File: src/rtl/uart_pkg.sv
// Shared definitions for the tick-driven UART transmitter.
// Latency: none. This package holds only types, constants and a helper.
// Backpressure: not applicable.
package uart_pkg;

    // Transmitter state machine encoding
    typedef enum logic [2:0] {
        ST_IDLE,
        ST_SYNC,
        ST_START,
        ST_DATA,
        ST_PARITY,
        ST_STOP
    } uart_state_t;

    // Parity mode selectors
    localparam int PARITY_NONE = 0;
    localparam int PARITY_ODD  = 1;
    localparam int PARITY_EVEN = 2;

    // Number of baud-tick periods in one frame, counted from the start-bit edge
    function automatic int frame_len(input int data_bits, input int parity, input int stop_bits);
        return 1 + data_bits + ((parity != PARITY_NONE) ? 1 : 0) + stop_bits;
    endfunction

endpackage

File: src/rtl/uart_tx_tick.sv
// UART transmitter paced by an external baud tick: LSB-first start/data/parity/stop frames.
// Latency: start bit begins on the first BaudTick strictly after the DataValid/DataReady edge.
// Backpressure: DataReady is low from the accepting edge until the final stop period ends.
module uart_tx_tick
    import uart_pkg::*;
#(
    parameter int DATA_BITS = 8,
    parameter int PARITY    = PARITY_NONE,
    parameter int STOP_BITS = 1
) (
    input  logic                 Clk,
    input  logic                 Reset,
    input  logic                 BaudTick,
    input  logic [DATA_BITS-1:0] DataIn,
    input  logic                 DataValid,
    output logic                 DataReady,
    output logic                 Tx,
    output logic                 Busy,
    output logic                 Done
);

    // Reject unsupported configurations at elaboration time
    generate
        if (DATA_BITS < 5 || DATA_BITS > 9) begin : g_bad_data_bits
            $error("uart_tx_tick: DATA_BITS must be in 5..9");
        end
        if (PARITY < PARITY_NONE || PARITY > PARITY_EVEN) begin : g_bad_parity
            $error("uart_tx_tick: PARITY must be 0 (none), 1 (odd) or 2 (even)");
        end
        if (STOP_BITS < 1 || STOP_BITS > 2) begin : g_bad_stop_bits
            $error("uart_tx_tick: STOP_BITS must be 1 or 2");
        end
    endgenerate

    localparam int             BW        = $clog2(DATA_BITS);
    localparam logic [BW-1:0]  BIT_LAST  = BW'(DATA_BITS - 1);
    localparam logic           STOP_LAST = (STOP_BITS == 2);

    uart_state_t          state;
    logic [DATA_BITS-1:0] shift_reg;
    logic [BW-1:0]        bit_cnt;
    logic                 stop_cnt;
    logic                 parity_bit;

    // Frame sequencer: every output is a register; only IDLE->SYNC ignores the tick
    always_ff @(posedge Clk or posedge Reset) begin
        if (Reset) begin
            state      <= ST_IDLE;
            shift_reg  <= '0;
            bit_cnt    <= '0;
            stop_cnt   <= 1'b0;
            parity_bit <= 1'b0;
            Tx         <= 1'b1;
            DataReady  <= 1'b1;
            Busy       <= 1'b0;
            Done       <= 1'b0;
        end else begin
            Done <= 1'b0;
            case (state)
                ST_IDLE: begin
                    // Ticks are irrelevant here; the byte is taken on the handshake alone
                    if (DataValid && DataReady) begin
                        shift_reg  <= DataIn;
                        parity_bit <= (PARITY == PARITY_ODD) ? ~^DataIn : ^DataIn;
                        DataReady  <= 1'b0;
                        Busy       <= 1'b1;
                        state      <= ST_SYNC;
                    end
                end
                ST_SYNC: begin
                    // Wait for a tick so the start bit lasts a whole bit period
                    if (BaudTick) begin
                        Tx    <= 1'b0;
                        state <= ST_START;
                    end
                end
                ST_START: begin
                    if (BaudTick) begin
                        Tx        <= shift_reg[0];
                        shift_reg <= shift_reg >> 1;
                        bit_cnt   <= '0;
                        state     <= ST_DATA;
                    end
                end
                ST_DATA: begin
                    if (BaudTick) begin
                        if (bit_cnt == BIT_LAST) begin
                            if (PARITY != PARITY_NONE) begin
                                Tx    <= parity_bit;
                                state <= ST_PARITY;
                            end else begin
                                Tx       <= 1'b1;
                                stop_cnt <= 1'b0;
                                state    <= ST_STOP;
                            end
                        end else begin
                            Tx        <= shift_reg[0];
                            shift_reg <= shift_reg >> 1;
                            bit_cnt   <= bit_cnt + BW'(1);
                        end
                    end
                end
                ST_PARITY: begin
                    if (BaudTick) begin
                        Tx       <= 1'b1;
                        stop_cnt <= 1'b0;
                        state    <= ST_STOP;
                    end
                end
                ST_STOP: begin
                    // Done and DataReady rise together so a waiting source can send next cycle
                    if (BaudTick) begin
                        if (stop_cnt == STOP_LAST) begin
                            Done      <= 1'b1;
                            DataReady <= 1'b1;
                            Busy      <= 1'b0;
                            state     <= ST_IDLE;
                        end else begin
                            stop_cnt <= stop_cnt + 1'b1;
                        end
                    end
                end
                default: begin
                    state <= ST_IDLE;
                end
            endcase
        end
    end

endmodule
File: config.mk
export PLATFORM = sky130hd
export DESIGN_NAME = uart_tx_tick
export DESIGN_NICKNAME = d
export VERILOG_FILES = /design/src/rtl/uart_pkg.sv /design/src/rtl/uart_tx_tick.sv
export SDC_FILE = /design/constraint.sdc
export NUM_CORES = 1
export LEC_CHECK = 0
export CORE_AREA = 3 3 61 52
export DETAILED_ROUTE_END_ITERATION = 10
export DIE_AREA = 0 0 64 55
export PLACE_DENSITY = 0.72
export SYNTH_ARGS = -nofsm -noshare
export SYNTH_HDL_FRONTEND = slang
export SYNTH_SLANG_ARGS = --single-unit
export TNS_END_PERCENT = 30
File: constraint.sdc
create_clock -name Clk -period 3.8 [get_ports Clk]
set_input_delay 1.14 -clock Clk [delete_from_list [all_inputs] [get_ports Clk]]
set_output_delay 1.14 -clock Clk [all_outputs]
set_load 0.02 [all_outputs]
**Word level (Yosys, flattened, before mapping)**

Cells that the tools add are included.

- Register bits: 19
- Bits in latches: 0
- Memory bits (writable): 0
- ROM bits: 0
- Bits of input ports: 12
- Output and inout bits: 4
- Word-level logic and storage cells: 78
- Memories: 0

- Add/subtract/negate cells: 2
- Multiply operators: 0
- Div/mod/pow operators: 0
- $lt $le $gt $ge: 0
- Eq/ne operators: 15
- Shifts and indexed selects: 0
- Muxes and demuxes: 40
- Bitwise gates (word level): 0
- Reductions and logical operators: 13

Operators by type and width:

| operator | number |
|---|---|
| two-way mux 3 bit | 11 |
| two-way mux 8 bit | 4 |
| one-hot mux 8 bit (3 select lines) | 1 |
| two-way mux 1 bit | 18 |
| != test 2 bit (second input constant) | 9 |
| one-hot mux 3 bit (6 select lines) | 1 |
| AND reduction 5 bit | 3 |
| equality test 3 bit (second input constant) | 3 |
| AND reduction 4 bit | 2 |
| AND reduction 8 bit | 1 |
| equality test 3 x 2 -> 1 bit (second input constant) | 2 |
| one-hot mux 3 bit (2 select lines) | 1 |
| nonzero test 3 bit | 2 |
| one-hot mux 1 bit (2 select lines) | 2 |
| one-hot mux 1 bit (4 select lines) | 1 |
| nonzero test 2 bit | 2 |
| nonzero test 4 bit | 1 |
| adder 3 x 1 -> 3 bit (second input constant) | 1 |
| equality test 3 x 1 -> 1 bit (second input constant) | 1 |
| zero test 3 bit | 1 |
| one-hot mux 1 bit (3 select lines) | 1 |
| adder 1 bit (second input constant) | 1 |
| logical AND 1 bit | 1 |

**Longest topological paths before layout**

Gate-level depths: netlist of run 1.

- Depth after elaboration: 4
- Depth in mapped cells: 5
- Mapped depth without buffers: 5

**Worst setup path after synthesis of run 1**

OpenSTA, ideal clock, no wires.

- Path kind: input to register
- Start point: in DataValid
- End point: reg shift_reg[0]
- Library setup time: 0.125 ns
- Data arrival time: 1.897 ns
- Data required time: 3.675 ns
- Slack: 1.778 ns
- Cell stages on the path: 3
- Path buffers: 0
- Path through: nand4bb_4 -> o22ai_4 -> mux2_4

- Longest elaborated chain between the ends: 3

RTL lines:

| what | RTL line | source |
|---|---|---|
| from (decl) | uart_tx_tick.sv:15 | `input logic DataValid,` |
| logical AND 1 bit | uart_tx_tick.sv:62 | `if (DataValid && DataReady) begin` |
| != test 2 bit (no source line) | - |  |
| AND reduction 5 bit (no source line) | - |  |
| to (signal assigned) | uart_tx_tick.sv:63 | `shift_reg <= DataIn;` |
| to (signal assigned) | uart_tx_tick.sv:80 | `shift_reg <= shift_reg >> 1;` |
| to (signal assigned) | uart_tx_tick.sv:98 | `shift_reg <= shift_reg >> 1;` |
| to (decl) | uart_tx_tick.sv:40 | `logic [DATA_BITS-1:0] shift_reg;` |

Every way passes these cells.
A chain may end at the register's enable or synchronous reset.

**Final worst setup path of run 1**

- Start point: reg DataReady
- End point: out DataReady

RTL lines:

| what | RTL line | source |
|---|---|---|
| from (decl) | uart_tx_tick.sv:16 | `output logic DataReady,` |
| from (signal assigned) | uart_tx_tick.sv:54 | `DataReady <= 1'b1;` |
| from (signal assigned) | uart_tx_tick.sv:65 | `DataReady <= 1'b0;` |
| from (signal assigned) | uart_tx_tick.sv:115 | `DataReady <= 1'b1;` |

No word-level cell between the ends.

==> impl_metrics.sql, run 1 <==
INSERT INTO impl_metrics (metric_group, metric, value, unit) VALUES
('yosys', 'post_synth.cell_area_avg', '12.65', 'sq um'),
('clock_tree', 'clock_insertion_delay_worst_skew', '0.29', 'ns'),
('route', 'wl_per_cell', '13.38', 'microns'),
('cells_and_area', 'final_nets', '112', ''),
('yosys', 'mapped_area', '1037', 'sq um'),
('pwr', 'seq_power_share', '0.416', ''),
('timing', 'timing.fmax', '377.8', 'MHz'),
('hold_path', 'hold_class', 'flop to flop', ''),
('pwr', 'netSwitchingFraction', '0.3172', ''),
('die', 'die_height', '55', 'microns'),
('timing', 'grt_setup_unrepaired', 'false', ''),
('worst_setup_path', 'cp-start-kind', 'flop', ''),
('route', 'drt_first_iter_violations', '17', ''),
('global_routing', 'first_global_vias', '653', ''),
('clock_tree', 'clock_tree.root_cell', 'clkbuf_4', ''),
('worst_setup_path', 'worst-endpoint-arrival', '1.51', 'ns'),
('timing', 'worst_pin_slew', '0.6874', 'ns'),
('yosys', 'synth_top_area_cell', 'dfrtp_1', ''),
('die', 'die_w', '64', 'microns'),
('timing', 'timing.slew.headroom', '0.5412', ''),
('clock_tree', 'clock_sinks', '18', ''),
('die', 'row_count', '17', ''),
('global_routing', 'grt_first_pass_wirelength', '3.180', 'mm'),
('worst_setup_path', 'setup.worst_path.class', 'flop to output pin', ''),
('cells_and_area', 'area_delta_synth_final', '19.42', '%'),
('clock_tree', 'tritoncts', 'built', ''),
('pwr', 'powerDensity', '651.2', 'nW/um^2'),
('timing', 'setup_viol', '0', ''),
('route', 'detail_route.first_pass.iterations', '4', ''),
('clock_tree', 'clock_path_buffers', '2', ''),
('global_routing', 'grt_max_degree', '19', ''),
('run_status', 'run_status', 'complete, no violations', ''),
('timing', 'maxSlewViolCount', '0', ''),
('clock_tree', 'cts-buffers-inserted', '3', ''),
('worst_setup_path', 'timing.critical_path.fanout_max', '5', ''),
('die', 'io-pin-count', '16', ''),
('worst_setup_path', 'critical_path.slowest_cell', 'clkdlybuf4s50_1', ''),
('timing', 'fin_crit_sh', '0.6966', ''),
('worst_setup_path', 'endpoint_kind', 'output pin', ''),
('timing', 'fin_skew', '0.001515', 'ns'),
('cells_and_area', 'stdcell_area', '1239', 'sq um'),
('placement', 'dp_area', '1202', 'sq um'),
('yosys', 'synth_largest_type_area_fraction', '0.3860', ''),
('global_routing', 'globalRouteOverflowTotal', '0', ''),
('clock_tree', 'clk_transition_reported_paths', '0.10', 'ns'),
('pwr', 'share_clk_of_total_power', '0.146', ''),
('route', 'drt.antenna.violating_nets', '0', ''),
('worst_setup_path', 'cp_num_buf_inv', '1', ''),
('yosys', 'ys_top_cells_by_area', 'dfrtp_1 (39%), mux2_4 (20%), dfstp_2 (5.1%)', ''),
('cells_and_area', 'fill_cells', '255', ''),
('worst_setup_path', 'crit_path_max_incr_delay', '0.62', 'ns'),
('clock_tree', 'cts_hold_buf', '0', ''),
('placement', 'portBuffers', '15', ''),
('clock_tree', 'cts_setup_buffers', '0', ''),
('pwr', 'power.internal', '0.5508', 'mW'),
('yosys', 'synthesis.yosys.warnings', '0', ''),
('die', 'die_ar', '3520', 'sq um'),
('job', 'timing.max_cap.violations', '0', ''),
('pwr', 'report.power.total', '0.8067', 'mW'),
('timing', 'timing.setup.tns', '0', 'ns'),
('pwr', 'net-switching-power', '0.2559', 'mW'),
('worst_setup_path', 'crit_required', '2.66', 'ns'),
('yosys', 'synth_seq_cells', '18', ''),
('die', 'start_util', '0.3901', ''),
('worst_setup_path', 'cp_top_family', 'buffers and inverters', ''),
('yosys', 'synthesis.nets', '96', ''),
('placement', 'dp_hpwl', '1.274', 'mm'),
('global_routing', 'grtUsageTotal', '0.1204', ''),
('pwr', 'power.ir.vdd_worst', '0.3068', 'mV'),
('timing', 'final-hold-violation-count', '0', ''),
('cells_and_area', 'largest_reg_flops', '8', '');
## per-stage QoR
stage	utilization	std cells	setup WS (ns)	hold slack (ns)
3_3_place_gp	0.4522	131	1.125	0.4966
3_5_place_dp	0.4522	131	1.071	0.4990
6_report	0.4659	135	1.153	0.5248
5_1_grt	0.4659	135	1.102	0.5539
2_1_floorplan	-	82	1.778	0.4821
4_1_cts	0.4659	135	1.135	0.5276
## path summary, 6_finish.rpt
check                                         start                        to  slack [ns]  depth (start not counted)
max                           DataReady$_DFFE_PP1P_                 DataReady        1.15                          1
max reg2reg                  bit_cnt[0]$_DFFE_PP0P_  shift_reg[1]$_DFFE_PP0P_        1.93                          5
min                        shift_reg[3]$_DFFE_PP0P_  shift_reg[3]$_DFFE_PP0P_        0.52                          1
min in group asynchronous                     Reset  shift_reg[3]$_DFFE_PP0P_        1.25                          2
min reg2reg                shift_reg[3]$_DFFE_PP0P_  shift_reg[3]$_DFFE_PP0P_        0.52                          1
max in group asynchronous                     Reset          Busy$_DFFE_PP0P_        2.12                          2
## cells by family after synthesis
| family | after synthesis | synth area share |
|---|---|---|
| buffers and inverters | 7 | 0.04222 |
| AND/OR/NAND/NOR | 21 | 0.1460 |
| flip-flops | 18 | 0.4367 |
| multiplexers | 17 | 0.2340 |
| adder cells (fa/ha/maj) | 2 | 0.02412 |
| AO/OA/AOI/OAI | 17 | 0.1170 |
## final cells by class
cell class,instances,area [sq um],area share
Sequential cell,18,452.9,0.3657
Tap cell,38,47.55,0.03838
Timing Repair Buffer,15,150.1,0.1212
Clock buffer,4,36.28,0.02929
Inverter,3,11.26,0.009091
Multi-Input combinational cell,57,540.5,0.4364
## per-layer routing
metal	vias up	track usage	wire (microns)
met5	-	0	0
met3	2	0.04444	92
met2	11	0.1870	834
met1	318	0.1516	852
li1	327	-	-
met4	0	0.05376	27
## cells in the final DEF (no fill, tap or decap), drive strengths merged, types with 4 or more instances in the layout
cell / instances
clkdlybuf4s50: 15
mux2: 16
nand2: 5
dfrtp: 16
clkbuf: 4
o21ai: 5
## synthesized netlist by cell type, drive strengths merged
cell type,n
a22oi,1
and2,1
a211o,1
mux2,16
ha,2
a22o,2
dfrtp,16
nand2b,1
nand3,1
o21bai,2
inv,3
mux2i,1
nor2,3
o22ai,3
or2b,1
nand4bb,1
dfstp,2
and3,2
nand2,5
a21oi,3
or2,3
buf,4
nand3b,2
o21ai,5
and2b,1
## power by group through the flow
| stage | combinational (mW) | clock (mW) | sequential (mW) |
|---|---|---|---|
| floorplan | 0.296 | 0 | 0.324 |
| global placement | 0.343 | 0 | 0.336 |
| detailed placement | 0.357 | 0 | 0.338 |
| CTS | 0.359 | 0.122 | 0.336 |
| global route | 0.387 | 0.131 | 0.350 |
| finish | 0.354 | 0.117 | 0.335 |
No activity file was read; power rests on OpenSTA's default activity.
==> inputs of run 2 (changes only) <==
--- a/config.mk
+++ b/config.mk
@@ -8,7 +8,7 @@
 export CORE_AREA = 3 3 61 52
 export DETAILED_ROUTE_END_ITERATION = 10
 export DIE_AREA = 0 0 64 55
-export PLACE_DENSITY = 0.72
+export PLACE_DENSITY = 0.74
 export SYNTH_ARGS = -nofsm -noshare
 export SYNTH_HDL_FRONTEND = slang
 export SYNTH_SLANG_ARGS = --single-unit
==> constraint.sdc (replaced) <==
create_clock -name Clk -period 2.3 [get_ports Clk]
set_input_delay 0.69 -clock Clk [delete_from_list [all_inputs] [get_ports Clk]]
set_output_delay 0.69 -clock Clk [all_outputs]
set_load 0.02 [all_outputs]
==> run 2 against run 1 <==
Net effect:
- clock-buffer cell count unchanged
- critical endpoint unchanged
- sequential share of layout area shrank 0.15 points
- final cell count up 1.5%
- largest cell class unchanged
==> impl_metrics.sql, run 2 (synthesis gave the netlist of run 1 again) <==
INSERT INTO impl_metrics (metric_group, metric, value, unit) VALUES
('run_status', 'run_status', 'complete, no violations', ''),
('job', 'timing.max_cap.violations', '0', ''),
('cells_and_area', 'fill_cells', '247', ''),
('die', 'die_height', '55', 'microns'),
('hold_path', 'hold_class', 'flop to flop', ''),
('worst_setup_path', 'timing.critical_path.fanout_max', '5', ''),
('die', 'die_ar', '3520', 'sq um'),
('route', 'drt_first_iter_violations', '14', ''),
('timing', 'timing.fmax', '454.4', 'MHz'),
('timing', 'worst_slack_on_hold_paths', '0.5236', 'ns'),
('global_routing', 'globalRouteOverflowTotal', '0', ''),
('placement', 'dp_slack', '0.08654', 'ns'),
('worst_setup_path', 'timing.critical_path.cells', 'clkdlybuf4s50_1', ''),
('clock_tree', 'clock_path_buffers', '2', ''),
('pwr', 'power.ir.vdd_worst', '0.5909', 'mV'),
('route', 'detail_route.first_pass.iterations', '4', ''),
('timing', 'worst_pin_slew', '0.5100', 'ns'),
('worst_setup_path', 'cp_num_buf_inv', '1', ''),
('clock_tree', 'cts_max_level', '1', ''),
('die', 'die_w', '64', 'microns'),
('pwr', 'powerDensity', '1047', 'nW/um^2'),
('timing', 'maxSlewViolCount', '0', ''),
('global_routing', 'grt_first_pass_wirelength', '3.125', 'mm'),
('global_routing', 'grtUsageTotal', '0.1170', ''),
('pwr', 'seq_power_share', '0.427', ''),
('timing', 'period_needed', '2.201', 'ns'),
('pwr', 'static-leakage-power', '0.5481', 'nW'),
('timing', 'smallest_setup_slack_after_layout', '0.09919', 'ns'),
('worst_setup_path', 'worst-endpoint-arrival', '1.51', 'ns'),
('die', 'row_count', '17', ''),
('worst_setup_path', 'crit_required', '1.61', 'ns'),
('clock_tree', 'tritoncts', 'built', ''),
('pwr', 'report.power.total', '1.302', 'mW'),
('pwr', 'netSwitchingFraction', '0.3218', ''),
('cells_and_area', 'final_nets', '114', ''),
('route', 'remaining_drc_errors', '0', ''),
('clock_tree', 'clock_sinks', '18', ''),
('die', 'coreArea', '2659', 'sq um'),
('pwr', 'power.internal', '0.8833', 'mW'),
('cells_and_area', 'largest_reg_flops', '8', ''),
('placement', 'portBuffers', '15', ''),
('clock_tree', 'clk_transition_reported_paths', '0.10', 'ns'),
('timing', 'fin_skew', '0.001777', 'ns'),
('cells_and_area', 'fraction_of_layout_cells_with_a_size_suffix_above_1', '0.2929', ''),
('route', 'avgViaCountPerCell', '4.898', ''),
('timing', 'fin_crit_sh', '0.9569', ''),
('pwr', 'net-switching-power', '0.4192', 'mW'),
('route', 'wl_per_cell', '12.85', 'microns'),
('cells_and_area', 'most-common-layout-cells', 'dfrtp_1 (16), clkdlybuf4s50_1 (15), mux2_4 (14)', ''),
('clock_tree', 'clock_tree.root_cell', 'clkbuf_4', ''),
('clock_tree', 'cts_setup_buffers', '0', ''),
('die', 'start_util', '0.3901', ''),
('worst_setup_path', 'crit_path_max_incr_delay', '0.62', 'ns'),
('worst_setup_path', 'cp_top_family', 'buffers and inverters', ''),
('cells_and_area', 'layout.cells.most_common', 'dfrtp_1', ''),
('cells_and_area', 'layout.core_utilization', '0.4678', ''),
('worst_setup_path', 'critical_path.slowest_cell', 'clkdlybuf4s50_1', ''),
('placement', 'dp_area', '1217', 'sq um'),
('clock_tree', 'cts-buffers-inserted', '3', ''),
('timing', 'final-hold-violation-count', '0', ''),
('cells_and_area', 'stdcell_area', '1244', 'sq um'),
('worst_setup_path', 'cp-start-kind', 'flop', ''),
('clock_tree', 'cts_hold_buf', '0', ''),
('clock_tree', 'cts.repair.resized', '0', ''),
('timing', 'grt_setup_unrepaired', 'false', ''),
('worst_setup_path', 'setup.worst_path.class', 'flop to output pin', ''),
('placement', 'numPlacedInstances', '133', ''),
('timing', 'setup_viol', '0', ''),
('worst_setup_path', 'endpoint_kind', 'output pin', ''),
('cells_and_area', 'layoutNonFillerInstCount', '137', ''),
('timing', 'timing.slew.headroom', '0.6600', ''),
('global_routing', 'first_global_vias', '693', ''),
('cells_and_area', 'insertedDiodeCount', '0', ''),
('clock_tree', 'clock_insertion_delay_worst_skew', '0.29', 'ns'),
('route', 'num_vias', '671', ''),
('pwr', 'share_clk_of_total_power', '0.128', ''),
('timing', 'timing.setup.tns', '0', 'ns'),
('pwr', 'power.share.combinational', '0.446', ''),
('route', 'routed_wl', '1.760', 'mm'),
('placement', 'dp_hpwl', '1.316', 'mm'),
('global_routing', 'grt_max_degree', '19', ''),
('route', 'drt.antenna.violating_nets', '0', ''),
('die', 'io-pin-count', '16', ''),
('placement', 'gp_congestion', '0.6970', ''),
('global_routing', 'grt_antenna_before_repair', '0', ''),
('cells_and_area', 'area_delta_synth_final', '19.90', '%');
==> run 2: path summary, 6_finish.rpt <==
kind                                         from                        to  slack (ns)  cells after the start
max                         DataReady$_DFFE_PP1P_                 DataReady         0.1                      1
min                              Busy$_DFFE_PP0P_          Busy$_DFFE_PP0P_        0.52                      2
max reg2reg                bit_cnt[0]$_DFFE_PP0P_  shift_reg[2]$_DFFE_PP0P_        0.44                      5
min reg2reg                      Busy$_DFFE_PP0P_          Busy$_DFFE_PP0P_        0.52                      2
max in group asynchronous                   Reset            Tx$_DFFE_PP1P_        1.32                      3
min in group asynchronous                   Reset      state[0]$_DFFE_PP0P_        0.72                      3
==> run 2: routing by layer <==
metal / track usage / up-vias / part of all wire / wire length, microns
met1: 0.1397 / 329 / 0.48 / 845
met4: 0.02151 / 0 / 0.0045 / 8
met3: 0.03636 / 2 / 0.037 / 65
met5: 0 / - / 0 / 0
li1: - / 329 / - / -
met2: 0.2127 / 11 / 0.48 / 841
==> run 2: power groups by stage <==
| stage | clock [mW] | sequential, mW | combinational, mW |
|---|---|---|---|
| 6_report | 0.167 | 0.556 | 0.580 |
| 5_1_grt | 0.185 | 0.576 | 0.639 |
| 4_1_cts | 0.174 | 0.557 | 0.590 |
| 3_5_place_dp | 0 | 0.562 | 0.587 |
| 3_3_place_gp | 0 | 0.557 | 0.565 |
| 2_1_floorplan | 0 | 0.536 | 0.489 |
==> run 2: layout make-up <==
cell class                 count  area [sq um]  area share
multi-input combinational     57         540.5      0.4346
sequential                    18         452.9      0.3642
timing repair buffer          17         165.2      0.1328
tap                           38         47.55     0.03823
clock buffer                   4         26.28     0.02113
inverter                       3         11.26    0.009054
